### src/rtl/enable_count_source_if.sv
// my_bus: clocked bus carrying a count-enable from the sink and a data lane from the source.
interface my_bus #(
  parameter int WIDTH = 8
) (
  input logic clk
);

  logic             enable;
  logic [WIDTH-1:0] data;

  modport dut    (input clk, input enable, output data);
  modport tb     (input clk, output enable, input data);
  modport master (input clk, input enable, output data);
  modport slave  (input clk, output enable, input data);

endinterface

### src/rtl/enable_count_source.sv
// Bus source: WIDTH-bit up-counter that counts while enable is high and clears while it is low.
module enable_count_source #(
  parameter int WIDTH = 8
) (
  my_bus.dut  bus,
  input logic rst_n
);

  logic [WIDTH-1:0] count;

  // Enable low clears rather than holds, so a later enable restarts from zero.
  always_ff @(posedge bus.clk) begin
    if (!rst_n) begin
      count <= '0;
    end else if (bus.enable) begin
      count <= count + WIDTH'(1);
    end else begin
      count <= '0;
    end
  end

  assign bus.data = count;

endmodule

### src/flat_wrapper.sv
// flat-port wrapper written by rule: the top's interface ports become plain ports
module enable_count_source_flat 
#(
  parameter int WIDTH = 8
)
  (rst_n, clk, bus_enable, bus_data);
  my_bus #(.WIDTH(WIDTH)) bus_i (.clk(clk));
  input logic rst_n;
  input wire logic clk;
  input wire logic [$bits(bus_i.enable)-1:0] bus_enable;
  output wire logic [$bits(bus_i.data)-1:0] bus_data;
  assign bus_i.enable = bus_enable;
  assign bus_data = bus_i.data;
  enable_count_source #(.WIDTH(WIDTH)) u_core (.bus(bus_i), .rst_n(rst_n));
endmodule
### config.mk
export PLATFORM = sky130hd
export DESIGN_NAME = enable_count_source_flat
export DESIGN_NICKNAME = d
export VERILOG_FILES = /design/src/rtl/enable_count_source_if.sv /design/src/rtl/enable_count_source.sv /design/src/flat_wrapper.sv
export SDC_FILE = /design/constraint.sdc
export NUM_CORES = 1
export LEC_CHECK = 0
export BUFFER_PORTS_ARGS = -buffer_cell sky130_fd_sc_hd__buf_2
export CAP_MARGIN = 30
export CORE_AREA = 3 3 40 42
export DETAILED_ROUTE_END_ITERATION = 7
export DIE_AREA = 0 0 43 45
export GPL_TIMING_DRIVEN = 0
export HOLD_SLACK_MARGIN = 0.06
export REMOVE_ABC_BUFFERS = 1
export SYNTH_ARGS = -nofsm -noshare
export SYNTH_HDL_FRONTEND = slang
export SYNTH_SLANG_ARGS = --single-unit
### constraint.sdc
create_clock -name clk -period 1.8 [get_ports clk]
set_clock_uncertainty 0.2 [all_clocks]
set_input_delay 0.09 -clock clk [delete_from_list [all_inputs] [get_ports clk]]
set_output_delay 0.09 -clock clk [all_outputs]
set_load 0.005 [all_outputs]
# [After elaboration in Yosys (flattened, before gate mapping)]
# Index checks and enable logic that the tools add are counted.
# Widths: inputs -> output; s select.
[totals] output_inout_bits=8 reg_bits=8
[op_classes] addsub=1 n_reduce_logical=1
[op_table] cell="$add 8x1->8 const B" n=1
[op_table] cell="$reduce_and 2->1" n=1

# [Longest topological paths before layout]
[depth] ltp_word=1 depth_mapped=4

# [Least setup slack after synthesis]
# Ideal clock, no wire load.
[synth_path] path_kind="flip-flop to flip-flop" startpoint="register u_core.count[0], in the netlist u_core.bus.data[0]" endpoint="register u_core.count[6], in the netlist u_core.bus.data[6]" arrival_ns=1.107 n_path_buf=0 period_less_slack_ns=1.378 slack_ns=0.422 setup_ns=0.070 stages_incl_launch_ff=5 cell_sequence="dfxtp_1 -> ha_1 -> nand2_1 -> or3_1 -> a21oi_1"
[synth_via] elab_chain_len=1
[synth_lines] element="from (decl)" line_no="enable_count_source.sv:9" text="logic [WIDTH-1:0] count;"
[synth_lines] element="from (signal assigned)" line_no="enable_count_source.sv:16" text="count <= count + WIDTH'(1);"
[synth_lines] element="$add 8x1->8" line_no="enable_count_source.sv:16"
# Every way passes these cells.
# A chain may end at the register's enable or synchronous reset.

# [Worst setup path in the final report]
[layout_path] startpoint="register u_core.count[0], in the netlist u_core.bus.data[0]" endpoint="register u_core.count[1], in the netlist u_core.bus.data[1]"
# Same word-level chain as after synthesis.

==> impl_metrics.env <==
export IMPL_outcome="finished clean"
export IMPL_setup_violations=0
export IMPL_final_util=0.333
export IMPL_critical_path_arrival_ns=1.58
export IMPL_final_nets=55
export IMPL_setup_ws_ns=0.153
export IMPL_area_delta_synth_final_pct=39.6
export IMPL_port_buffers=10
export IMPL_r2r_slack_ns=0.15
export IMPL_clock_sinks=8
export IMPL_drtPass1Iterations=2
export IMPL_synth_seq_cells=8
export IMPL_hold_depth=1
export IMPL_synth_most_common_cell="dfxtp_1"
export IMPL_ys_seq_area_frac=0.522
export IMPL_cp_required_ns=1.74
export IMPL_synth_area_mux_share=0
export IMPL_h_tree_depth=1
export IMPL_synth_xor_area_frac=0.0857
export IMPL_wl_per_cell_um=9.92
export IMPL_synthesis_area_um2=307
export IMPL_grt_pass1_wl_um=1100
export IMPL_hold_path_end="u_core.bus.data[0]"
export IMPL_yosys_area_share_simple=0.253
export IMPL_die_area_um2=1940
export IMPL_tns_ns=0
export IMPL_row_count=13
export IMPL_diodes=0
export IMPL_timing_rr_start="u_core.bus.data[0]"
export IMPL_wl_um=635
export IMPL_wl_met3_um=71
export IMPL_crit_fanout=4
export IMPL_place_ws_ns=0.358
export IMPL_ys_top_cells_by_count="dfxtp_1 (8), nor2_1 (4)"
export IMPL_synth_top_family_by_area="simple AND/OR/NAND/NOR gates"
export IMPL_slew_headroom=0.837
export IMPL_overflow=0
export IMPL_max_cap_violations=0
export IMPL_initial_utilization=0.239
export IMPL_drv_slew=0
export IMPL_r2r_end="u_core.bus.data[1]"
export IMPL_ctsRootBufferMaster="clkbuf_4"
export IMPL_ios=11
export IMPL_hp_start="u_core.bus.data[0]"
export IMPL_min_period_ns=1.65
export IMPL_max_freq_ghz=0.607
export IMPL_dominantRegCellSynth="dfxtp_1"
export IMPL_p_leak_nw=0.183
export IMPL_post_route_period_util=0.915
export IMPL_grt_max_degree=8
export IMPL_critical_path_class="reg -> reg"
export IMPL_core_um2=1280
export IMPL_drc=0
export IMPL_nFillCells=136
export IMPL_gp_congestion=0.627
export IMPL_critPathLaunchType="flop"
export IMPL_clk_insertion_delay_late_ns=0.25
export IMPL_synth_top_area_frac=0.522
export IMPL_num_vias=285
export IMPL_antenna_found_initial=0
export IMPL_final_hold_violation_count=0
export IMPL_die_x_um=43
export IMPL_vias_per_cell=4.45
export IMPL_critPathCaptureType="flop"
export IMPL_ant_nets=0
export IMPL_synth_area_leaders="dfxtp_1 (52%), or3_1 (6.1%), xor2_1 (5.7%)"
export IMPL_top_layer="met3"
export IMPL_grt_pass1_vias=282
export IMPL_synth_cell_type_count=13
export IMPL_wl_met2_um=250
export IMPL_cts_made_buffers=3
export IMPL_cts_buffer_depth=2
export IMPL_power_density_nw_per_um2=775
export IMPL_largest_reg_flops=8
export IMPL_dr_first_iter_drc_count=1
export IMPL_clk_pin_slew_ns=0.05
export IMPL_synth_edf_count=0
export IMPL_synthAdderAreaFrac=0.0408
export IMPL_r2r_cells=3
export IMPL_syn_inst=33
export IMPL_met1_length_um=313
export IMPL_max_vdd_ir_drop_uv=469
export IMPL_synth_compound_area_frac=0.0980
export IMPL_async_flop_share=0
export IMPL_rsz0062_at_grt="no"
export IMPL_yosysTopAreaCell="dfxtp_1"
export IMPL_cts_tree="yes"
export IMPL_drive_above_1_share=0.286
export IMPL_worstMarginPinSlew_ns=0.244
export IMPL_syn_area_per_cell_um2=9.29
export IMPL_cts_resized=0
export IMPL_yosysWarnings=0
export IMPL_min_path_type="reg -> reg"
export IMPL_grtUsageTotal=0.0803
export IMPL_die_y_um=45
==> metal layers <==
metal,GRT usage,vias up
li1,-,151
met1,0.0854,122
met2,0.129,12
met3,0.0598,0
met4,0.0181,0
met5,0,-
==> cell usage in the layout (no fill, tap or decap) <==
cell type	n
nand3_1	2
xor2_1	2
and3_1	1
o21ai_0	3
nand4_1	1
buf_2	10
ha_1	1
nand2_1	3
a21oi_1	3
nand3_2	1
clkbuf_4	3
xnor2_1	1
dfxtp_1	8
nor2_1	4
dlygate4sd3_1	3
or3_1	3
==> layout make-up <==
class	count	area, um2	share of cell area
Tap cell	15	18.8	0.0439
Timing Repair Buffer	13	80.1	0.187
Multi-Input combinational cell	25	146	0.342
Sequential cell	8	160	0.374
Clock buffer	3	22.5	0.0526
==> critical path: stages (launching register included) <==
cell and delay [ns]:
dfxtp_1 0.38, ha_1 0.24, and3_1 0.17, dlygate4sd3_1 0.54
==> through the flow <==
| step | power (W) | std cells | hold slack [ns] | area (um2) |
|---|---|---|---|---|
| floorplan | 0.000189 | 33 | 0.0359 | 307 |
| global placement | 0.000195 | 58 | 0.129 | 375 |
| detailed placement | 0.000195 | 58 | 0.140 | 375 |
| CTS | 0.000336 | 64 | 0.274 | 428 |
| global route | 0.000350 | 64 | 0.298 | 428 |
| finish | 0.000332 | 64 | 0.269 | 428 |
==> worst max-delay path by stage <==
stage | from | slack (ns) | cells after the start | to
2_1_floorplan | u_core.bus.data[0] | 0.42 | 4 | u_core.bus.data[6]
3_3_place_gp | u_core.bus.data[0] | 0.37 | 4 | u_core.bus.data[6]
3_5_place_dp | u_core.bus.data[0] | 0.36 | 4 | u_core.bus.data[6]
4_1_cts | u_core.bus.data[0] | 0.15 | 3 | u_core.bus.data[1]
5_1_grt | u_core.bus.data[0] | 0.1 | 3 | u_core.bus.data[1]
6_report | u_core.bus.data[0] | 0.15 | 3 | u_core.bus.data[1]
==> power by group <==
group          switching, W  internal, W
sequential       0.00000232     0.000179
clock             0.0000595    0.0000762
combinational    0.00000590   0.00000822
total             0.0000677     0.000264
==> cells by family after synthesis <==
family | after synthesis
compound gates | 6
simple gates | 15
flops | 8
fa+ha+maj | 1
xor+xnor | 3
==> what timing repair did <==
| action | 4_1_cts | 5_1_grt |
|---|---|---|
| hold endpoints to repair | 8 | 0 |
| hold buffers | 3 | 0 |
| setup buffers | 0 | 0 |
No activity file was read; power rests on OpenSTA's default activity.
